**src/rtl/uart_loader_pkg.sv**
```systemverilog
`default_nettype none
// ============================================================================
// Module   : uart_loader_pkg
// Brief    : Opcodes, response tags and FSM state encoding for the UART
//            memory loader command bridge.
// Revision : 1.0 - initial release
// ============================================================================
package uart_loader_pkg;

    // Header opcodes (header bits [31:24])
    localparam logic [7:0] OP_WRITE = 8'h57;
    localparam logic [7:0] OP_READ  = 8'h52;
    localparam logic [7:0] OP_PING  = 8'h50;

    // Response tags (response bits [31:24])
    localparam logic [7:0] TAG_ACK  = 8'hAC;
    localparam logic [7:0] TAG_NAK  = 8'hEE;

    typedef enum logic [2:0] {
        S_IDLE     = 3'd0,
        S_WR_DATA  = 3'd1,
        S_WR_CSUM  = 3'd2,
        S_RESP     = 3'd3,
        S_RD_ISSUE = 3'd4,
        S_RD_CAPT  = 3'd5,
        S_RD_PUSH  = 3'd6
    } state_t;

endpackage
`default_nettype wire

```
**src/rtl/uart_mem_loader.sv**
```systemverilog
`default_nettype none
// ============================================================================
// Module   : uart_mem_loader
// Brief    : Command bridge between UART word FIFOs and a single-port word
//            memory. Executes WRITE / READ / PING packets popped from the RX
//            FIFO and answers with ACK / NAK / read-data words on the TX FIFO.
//            Optional feature macro: UART_LOADER_CSUM_EN (XOR checksum word
//            after every WRITE payload).
// Revision : 1.0 - initial release
// ============================================================================
module uart_mem_loader
    import uart_loader_pkg::*;
#(
    parameter int WORD_SIZE = 32,
    parameter int ADDR_W    = 10
) (
    input  logic                 clock,
    input  logic                 reset,
    input  logic [WORD_SIZE-1:0] rx_data,
    input  logic                 rx_empty,
    output logic                 rx_pop,
    output logic [WORD_SIZE-1:0] tx_data,
    input  logic                 tx_full,
    output logic                 tx_push,
    output logic                 mem_en,
    output logic                 mem_we,
    output logic [ADDR_W-1:0]    mem_addr,
    output logic [WORD_SIZE-1:0] mem_wdata,
    input  logic [WORD_SIZE-1:0] mem_rdata,
    output logic                 busy,
    output logic                 err
);

    localparam logic [WORD_SIZE-1:0] c_nak_word = WORD_SIZE'({TAG_NAK, 24'h000000});

    // Where a WRITE goes once its payload is exhausted
`ifdef UART_LOADER_CSUM_EN
    localparam state_t c_wr_done = S_WR_CSUM;
`else
    localparam state_t c_wr_done = S_RESP;
`endif

    state_t               r_state;
    state_t               w_state_next;
    logic [7:0]           r_len;
    logic [ADDR_W-1:0]    r_addr;
    logic [WORD_SIZE-1:0] r_rdata;
    logic [WORD_SIZE-1:0] r_resp;
    logic                 r_err;
`ifdef UART_LOADER_CSUM_EN
    logic [WORD_SIZE-1:0] r_csum;
`endif

    logic [7:0] w_hdr_op;
    logic [7:0] w_hdr_len;
    logic       w_hdr_op_ok;

    assign w_hdr_op    = rx_data[31:24];
    assign w_hdr_len   = rx_data[23:16];
    assign w_hdr_op_ok = (w_hdr_op == OP_WRITE) || (w_hdr_op == OP_READ) ||
                         (w_hdr_op == OP_PING);

    assign busy = (r_state != S_IDLE);
    assign err  = r_err;

    // State register
    always_ff @(posedge clock) begin
        if (reset) begin
            r_state <= S_IDLE;
        end else begin
            r_state <= w_state_next;
        end
    end

    // Next-state and handshake/memory strobes; everything held low in reset
    always_comb begin
        w_state_next = r_state;
        rx_pop       = 1'b0;
        tx_push      = 1'b0;
        tx_data      = '0;
        mem_en       = 1'b0;
        mem_we       = 1'b0;
        mem_addr     = '0;
        mem_wdata    = '0;
        if (!reset) begin
            case (r_state)
                S_IDLE: begin
                    if (!rx_empty) begin
                        rx_pop = 1'b1;
                        if (!w_hdr_op_ok) begin
                            w_state_next = S_RESP;
                        end else if (w_hdr_op == OP_WRITE) begin
                            w_state_next = (w_hdr_len == 8'd0) ? c_wr_done : S_WR_DATA;
                        end else if (w_hdr_op == OP_READ) begin
                            w_state_next = (w_hdr_len == 8'd0) ? S_RESP : S_RD_ISSUE;
                        end else begin
                            w_state_next = S_RESP;
                        end
                    end
                end
                S_WR_DATA: begin
                    if (!rx_empty) begin
                        rx_pop    = 1'b1;
                        mem_en    = 1'b1;
                        mem_we    = 1'b1;
                        mem_addr  = r_addr;
                        mem_wdata = rx_data;
                        if (r_len == 8'd1) begin
                            w_state_next = c_wr_done;
                        end
                    end
                end
`ifdef UART_LOADER_CSUM_EN
                S_WR_CSUM: begin
                    if (!rx_empty) begin
                        rx_pop       = 1'b1;
                        w_state_next = S_RESP;
                    end
                end
`endif
                S_RESP: begin
                    tx_data = r_resp;
                    if (!tx_full) begin
                        tx_push      = 1'b1;
                        w_state_next = S_IDLE;
                    end
                end
                S_RD_ISSUE: begin
                    mem_en       = 1'b1;
                    mem_addr     = r_addr;
                    w_state_next = S_RD_CAPT;
                end
                S_RD_CAPT: begin
                    w_state_next = S_RD_PUSH;
                end
                S_RD_PUSH: begin
                    tx_data = r_rdata;
                    if (!tx_full) begin
                        tx_push      = 1'b1;
                        w_state_next = (r_len == 8'd1) ? S_IDLE : S_RD_ISSUE;
                    end
                end
                default: begin
                    w_state_next = S_IDLE;
                end
            endcase
        end
    end

    // Header latch, address/length counters, read capture, response and error
    always_ff @(posedge clock) begin
        if (reset) begin
            r_len   <= 8'd0;
            r_addr  <= '0;
            r_rdata <= '0;
            r_resp  <= '0;
            r_err   <= 1'b0;
`ifdef UART_LOADER_CSUM_EN
            r_csum  <= '0;
`endif
        end else begin
            case (r_state)
                S_IDLE: begin
                    if (!rx_empty) begin
                        r_len  <= w_hdr_len;
                        r_addr <= rx_data[ADDR_W-1:0];
`ifdef UART_LOADER_CSUM_EN
                        r_csum <= '0;
`endif
                        // ACK echoes the untruncated header length/address
                        if (w_hdr_op_ok) begin
                            r_resp <= WORD_SIZE'({TAG_ACK, rx_data[23:0]});
                        end else begin
                            r_resp <= c_nak_word;
                            r_err  <= 1'b1;
                        end
                    end
                end
                S_WR_DATA: begin
                    if (!rx_empty) begin
                        r_addr <= r_addr + 1'b1;
                        r_len  <= r_len - 8'd1;
`ifdef UART_LOADER_CSUM_EN
                        r_csum <= r_csum ^ rx_data;
`endif
                    end
                end
`ifdef UART_LOADER_CSUM_EN
                S_WR_CSUM: begin
                    // Payload is already in memory; a bad checksum only changes the reply
                    if (!rx_empty && (rx_data != r_csum)) begin
                        r_resp <= c_nak_word;
                        r_err  <= 1'b1;
                    end
                end
`endif
                S_RD_CAPT: begin
                    r_rdata <= mem_rdata;
                end
                S_RD_PUSH: begin
                    if (!tx_full) begin
                        r_addr <= r_addr + 1'b1;
                        r_len  <= r_len - 8'd1;
                    end
                end
                default: begin
                end
            endcase
        end
    end

endmodule
`default_nettype wire

```
**config.mk**
```make
export PLATFORM = sky130hd
export DESIGN_NAME = uart_mem_loader
export DESIGN_NICKNAME = d
export VERILOG_FILES = /design/src/rtl/uart_loader_pkg.sv /design/src/rtl/uart_mem_loader.sv
export SDC_FILE = /design/constraint.sdc
export NUM_CORES = 1
export LEC_CHECK = 0
export ABC_AREA = 1
export BUFFER_PORTS_ARGS = -buffer_cell sky130_fd_sc_hd__buf_2
export CAP_MARGIN = 10
export CORE_MARGIN = 5
export CORE_UTILIZATION = 36
export DETAILED_ROUTE_END_ITERATION = 10
export HOLD_SLACK_MARGIN = 0.06
export PLACE_DENSITY = 0.61
export RECOVER_POWER = 100
export SYNTH_ARGS = -nofsm -noshare
export SYNTH_HDL_FRONTEND = slang
export SYNTH_SLANG_ARGS = --single-unit
```
**constraint.sdc**
```tcl
create_clock -name clock -period 1.9 [get_ports clock]
set_input_delay 0.095 -clock clock [delete_from_list [all_inputs] [get_ports clock]]
set_output_delay 0.095 -clock clock [all_outputs]
set_load 0.005 [all_outputs]
```
==> results of run 1 <==
[layout make-up]
cell class | instances | area, sq um | share of cell area
Clock buffer | 11 | 243 | 0.0400
Clock inverter | 5 | 56.3 | 0.00929
Inverter | 68 | 260 | 0.0429
Multi-Input combinational cell | 499 | 2310 | 0.382
Sequential cell | 80 | 1610 | 0.265
Tap cell | 147 | 184 | 0.0303
Timing Repair Buffer | 214 | 1400 | 0.231
[cell families after synthesis]
group | after synthesis | synth area share
AO/OA/AOI/OAI | 145 | 0.174
XOR/XNOR | 3 | 0.00599
adder cells (fa/ha/maj) | 3 | 0.00856
buffers and inverters | 114 | 0.111
flip-flops | 80 | 0.365
AND/OR/NAND/NOR | 348 | 0.335
[final timing paths]
check	from	endpoint	slack, ns	cells past startpoint
max	r_state[1]	tx_data[1]	0.10	6
min	tx_full	r_state[2]	0.06	3
max reg2reg	r_state[2]	r_addr[5]	0.22	10
min reg2reg	r_rdata[28]	r_rdata[28]	0.46	2
[cell usage after synthesis (2+ instances only)]
master and number:
nand2_1 180, a21oi_1 107, dfxtp_1 80, nor2_1 77, nand3_1 72, inv_1 60, clkbuf_1 26, o21ai_0 25
buf_2 12, inv_2 7, a211oi_1 6, nor3_1 5, buf_4 4, buf_6 4, ha_1 3, nand2_2 3
nand4_1 3, nor2_2 3, nor2_4 2, o21ai_1 2, xor2_1 2
[worst reg2reg max path, delay by kind of cell (launching register included)]
| family | cells | cell delay, ns |
|---|---|---|
| compound gates | 2 | 0.27 |
| buf+inv | 4 | 0.61 |
| flops | 1 | 0.34 |
| simple gates | 4 | 0.36 |
[repair_timing]
item,CTS,global route
hold endpoints to repair,44,0
hold buffers,44,0
setup buffers,1,1
cloned,0,1
resized for setup,7,8
pin swaps,1,1
endpoints found under the setup margin,58,57
[state kept, by name, indices dropped and copies added (netlist names)]
signal and count:
err 1, r_addr 10, r_len 8, r_state 3
r_resp 26, r_rdata 32
[per-stage QoR]
step | area [sq um] | setup WS (ns) | instances | power, mW
after detailed placement | 5250 | 0.0846 | 961 | 3.98
after floorplan | 4390 | 0.550 | 693 | 3.45
after CTS | 6020 | 0.00106 | 1022 | 5.82
final | 6060 | 0.102 | 1024 | 5.77
after global routing | 6060 | -0.0253 | 1024 | 6.16
after global placement | 5250 | 0.110 | 961 | 3.99
[cell usage in the layout, fill, tap and decap left out, drive strengths merged]
cell	synthesis	final
a21oi	108	108
ha	3	3
o211ai	1	1
a21boi	1	1
clkbuf	26	17
nand4	3	3
o21a	1	1
a31oi	1	1
buf	20	164
clkinvlp	0	1
nand2	184	184
xnor2	1	1
nor2	82	82
clkinv	1	3
bufinv	0	1
dlygate4sd3	0	44
nand3	73	73
xor2	2	2
a211oi	6	6
nor3	6	6
o21ai	27	27
dfxtp	80	80
inv	67	68
[report_power, final]
group | internal (mW) | switching, mW
sequential | 1.88 | 0.179
clock | 1.05 | 0.685
combinational | 0.712 | 1.26
total | 3.64 | 2.12
[layer usage]
metal,GRT usage,wire length (microns),share of wire,vias to the layer above
met1,0.243,6520,0.45,2252
li1,-,-,-,2585
met3,0.0430,733,0.051,10
met4,0.0390,121,0.0084,0
met5,0,0,0,-
met2,0.330,7020,0.49,130
==> impl_metrics.env, run 1 <==
export IMPL_setup_viol=0
export IMPL_start_util=0.367
export IMPL_dieArea_sq_um=14500
export IMPL_final_layout_size_suffix_gt1_frac=0.236
export IMPL_critPathTopFamily="buffers and inverters"
export IMPL_worst_pin_slew_ns=0.524
export IMPL_dieWidth_microns=120
export IMPL_max_cap_viol_count=0
export IMPL_period_share=0.946
export IMPL_grt_pass1_vias=4783
export IMPL_die_h_microns=120
export IMPL_async_flop_share=0
export IMPL_vias=4977
export IMPL_postRouteWirelength_mm=14.4
export IMPL_crit_path_cell_trace="nand3_1, inv_2, buf_12, nand2_1, a21oi_1, buf_2"
export IMPL_cp_start_kind="flip-flop"
export IMPL_antenna_cells=0
export IMPL_antenna_left=0
export IMPL_area_growth_pct=38.2
export IMPL_seq_area_frac_synth=0.365
export IMPL_cts_sinks=80
export IMPL_path_class="reg -> out"
export IMPL_grt_use_total=0.191
export IMPL_cts_clk_slew_worst_paths_ns=0.06
export IMPL_drt_pass1_iterations=5
export IMPL_grt_max_degree=51
export IMPL_synth_seq_cells=80
export IMPL_h_tree_depth=3
export IMPL_status="finished clean"
export IMPL_clk_path_buf_depth=2
export IMPL_drc_errors=0
export IMPL_postLayoutCoreUtil=0.507
export IMPL_syn_num_nets=764
export IMPL_crit_path_max_incr_delay_ns=0.42
export IMPL_peakVddDrop_v=0.000447
export IMPL_first_iter_violations=366
export IMPL_yosysUniqueCellTypes=31
export IMPL_max_freq_ghz=0.556
export IMPL_wire_per_inst_microns=14.1
export IMPL_crit_fanout=21
export IMPL_power_density_nw_per_um2=951
export IMPL_tns_ns=0
export IMPL_cp_end_kind="primary output"
export IMPL_grt_first_pass_wirelength_mm=22.7
export IMPL_coreArea_sq_um=12000
export IMPL_grt_setup_unrepaired="yes"
export IMPL_yosysTopAreaCellShare=0.365
export IMPL_netlist_area_sq_um=4390
export IMPL_crit_buf_inv=3
export IMPL_syn_avg_cell_area_sq_um=6.33
export IMPL_hold_class="in -> reg"
export IMPL_cp_arrival_ns=1.70
export IMPL_cts_tree="yes"
export IMPL_synth_edf_count=0
export IMPL_fin_skew_ns=0.00560
export IMPL_fin_nets=943
export IMPL_clock_latency_ns=0.33
export IMPL_numCtsBuffers=9
export IMPL_vias_per_cell=4.86
export IMPL_netlist_top_cells_area="dfxtp_1 (37%), nand2_1 (15%), a21oi_1 (12%)"
export IMPL_synth_flop_cell="dfxtp_1"
export IMPL_crit_required_ns=1.80
export IMPL_dp_hpwl_mm=9.94
export IMPL_p_leak_nw=2.73
export IMPL_gp_congestion=0.855
export IMPL_fin_hold_ws_ns=0.0638
export IMPL_io_pins=148
export IMPL_cpMaxStageDelayCell="dfxtp_2"
export IMPL_syn_inst=693
export IMPL_finalCriticalPeriod_ns=1.80
export IMPL_hold_viol_final=0
export IMPL_overflow=0
export IMPL_antenna_found_initial=0
export IMPL_yosysTopAreaCell="dfxtp_1"
export IMPL_ys_warn_count=0
export IMPL_clk_root_buffer_cell="clkbuf_16"
export IMPL_drv_slew=0
export IMPL_port_buffers=147
export IMPL_core_rowCount=40
export IMPL_fillers=1256
export IMPL_maxSlewHeadroom=0.651
(Power assumes the default switching activity.)
==> run 2, diff against run 1 <==
--- a/config.mk
+++ b/config.mk
@@ -8,6 +8,7 @@
 export ABC_AREA = 1
 export BUFFER_PORTS_ARGS = -buffer_cell sky130_fd_sc_hd__buf_2
 export CAP_MARGIN = 10
+export CORE_ASPECT_RATIO = 1.75
 export CORE_MARGIN = 5
 export CORE_UTILIZATION = 36
 export DETAILED_ROUTE_END_ITERATION = 10
==> impl_metrics.env, run 2 (synthesized netlist as in run 1, its figures left out) <==
export IMPL_hold_viol_final=0
export IMPL_grt_pass1_vias=4847
export IMPL_power_density_nw_per_um2=969
export IMPL_clock_latency_ns=0.34
export IMPL_grt_max_degree=62
export IMPL_vias=5036
export IMPL_dpl_cell_area_sq_um=5220
export IMPL_drt_pass1_iterations=4
export IMPL_crit_path_cell_trace="inv_2, nor2_4, nand2_2, nor3_4, buf_4, inv_6, nor2_1, buf_2"
export IMPL_crit_fanout=16
export IMPL_fin_area_sq_um=6240
export IMPL_start_util=0.365
export IMPL_cp_start_kind="flip-flop"
export IMPL_dp_hpwl_mm=10.4
export IMPL_fillers=1183
export IMPL_dp_slack_ns=0.102
export IMPL_crit_required_ns=1.80
export IMPL_multiInputGateArea_sq_um=2310
export IMPL_period_share=0.947
export IMPL_overflow=0
export IMPL_port_buffers=147
export IMPL_cp_end_kind="primary output"
export IMPL_setup_viol=0
export IMPL_fin_ws_ns=0.101
export IMPL_h_tree_depth=3
export IMPL_crit_buf_inv=4
export IMPL_clk_root_buffer_cell="clkbuf_16"
export IMPL_cpMaxStageDelayCell="dfxtp_2"
export IMPL_antenna_found_initial=0
export IMPL_top_regs="r_rdata (32), r_resp (26), r_addr (10)"
export IMPL_coreArea_sq_um=12000
export IMPL_final_common_cell="nand2_1"
export IMPL_postLayoutCoreUtil=0.520
export IMPL_wire_per_inst_microns=14.4
export IMPL_dieWidth_microns=93.4
export IMPL_drv_slew=0
export IMPL_layout_common_cells="nand2_1 (181), buf_2 (147), a21oi_1 (102)"
export IMPL_peakVddDrop_v=0.000495
export IMPL_die_h_microns=156
export IMPL_final_layout_size_suffix_gt1_frac=0.240
export IMPL_path_class="reg -> out"
export IMPL_drc_errors=0
export IMPL_grt_use_total=0.198
export IMPL_io_pins=148
export IMPL_cp_arrival_ns=1.70
export IMPL_p_sw_frac=0.360
export IMPL_fin_skew_ns=0.00684
export IMPL_pwr_share_clk=0.318
export IMPL_dieArea_sq_um=14600
export IMPL_max_cap_viol_count=0
export IMPL_seq_area_sq_um=1610
export IMPL_largest_reg_flops=32
export IMPL_finalCriticalPeriod_ns=1.80
export IMPL_cts_tree="yes"
export IMPL_cts_sinks=80
export IMPL_antenna_left=0
export IMPL_critPathTopFamily="simple AND/OR/NAND/NOR gates"
export IMPL_numCtsBuffers=9
export IMPL_regMostFlops="r_rdata"
export IMPL_pwr_share_comb=0.343
export IMPL_postRouteWirelength_mm=15.2
export IMPL_crit_path_max_incr_delay_ns=0.33
export IMPL_clk_path_buf_depth=2
export IMPL_max_freq_ghz=0.556
export IMPL_power_internal_mw=3.87
export IMPL_hold_class="in -> reg"
export IMPL_first_iter_violations=269
export IMPL_area_growth_pct=42.3
export IMPL_maxSlewHeadroom=0.586
export IMPL_status="finished clean"
export IMPL_vias_per_cell=4.79
export IMPL_core_rowCount=53
export IMPL_worst_pin_slew_ns=0.621
export IMPL_fin_nets=953
export IMPL_grt_first_pass_wirelength_mm=23.3
export IMPL_p_leak_nw=2.80
export IMPL_cts_clk_slew_worst_paths_ns=0.06
export IMPL_antenna_cells=0
export IMPL_power_switching_mw=2.17
export IMPL_gp_congestion=0.813
export IMPL_seqPwrFrac=0.339
==> run 2: cell count changes in the layout (fill, tap and decap cells not counted), sizes merged <==
cell / previous run / this run
buf: 164 / 168
clkbuf: 17 / 14
dlygate4sd3: 44 / 52
bufinv: 1 / 3
clkinv: 3 / 2
==> run 2: final timing paths <==
| kind | slack, ns | from | to | cells after the start |
|---|---|---|---|---|
| worst max register to register | 0.16 | r_state[1] | r_len[1] | 9 |
| worst max-delay path | 0.10 | r_state[0] | mem_wdata[6] | 8 |
| worst min register to register | 0.45 | r_rdata[24] | r_rdata[24] | 2 |
| worst min-delay path | 0.07 | rx_data[17] | r_resp[17] | 3 |
==> run 2: per-stage QoR <==
stage	power, mW	setup TNS [ns]	instances	hold WS, ns
after floorplan	3.45	0	693	0.220
after global placement	3.95	0	974	0.340
after detailed placement	3.95	0	974	0.335
after CTS	5.99	0	1044	0.0607
after global routing	6.42	-0.0211	1052	0.0829
final	6.05	0	1052	0.0736
==> run 2: final cells by class <==
type / instances / share of cell area
inverters: 68 / 0.0457
well taps: 165 / 0.0331
repair buffers: 222 / 0.237
repair inverters: 2 / 0.00281
multi-input cells: 499 / 0.370
clock inverters: 4 / 0.0122
clock buffers: 12 / 0.0411
flip-flops and latches: 80 / 0.257
==> run 2: power groups by stage <==
stage          Combinational, mW  Clock, mW  Sequential, mW
6_report                    2.08       1.92            2.05
5_1_grt                     2.33       2.02            2.07
4_1_cts                     1.98       1.97            2.04
3_5_place_dp                1.88          0            2.08
3_3_place_gp                1.87          0            2.08
2_1_floorplan               1.42          0            2.03
==> run 2: per-layer routing <==
layer / GRT usage / part of all wire
met1: 0.221 / 0.40
met2: 0.356 / 0.52
met3: 0.0314 / 0.046
met4: 0.102 / 0.038
met5: 0 / 0
==> run 2: what timing repair did <==
action	CTS	global route
gates resized for setup	7	12
buffers inserted	2	5
endpoints found under the setup margin	45	66
gates cloned	0	3
hold buffers	52	0
pin swaps	0	2
endpoints found under the hold margin	53	0
==> run 2: worst min-delay path, cell delays in order <==
cell and delay, ns:
buf_2 0.13, nand3_1 0.08, a21oi_1 0.06
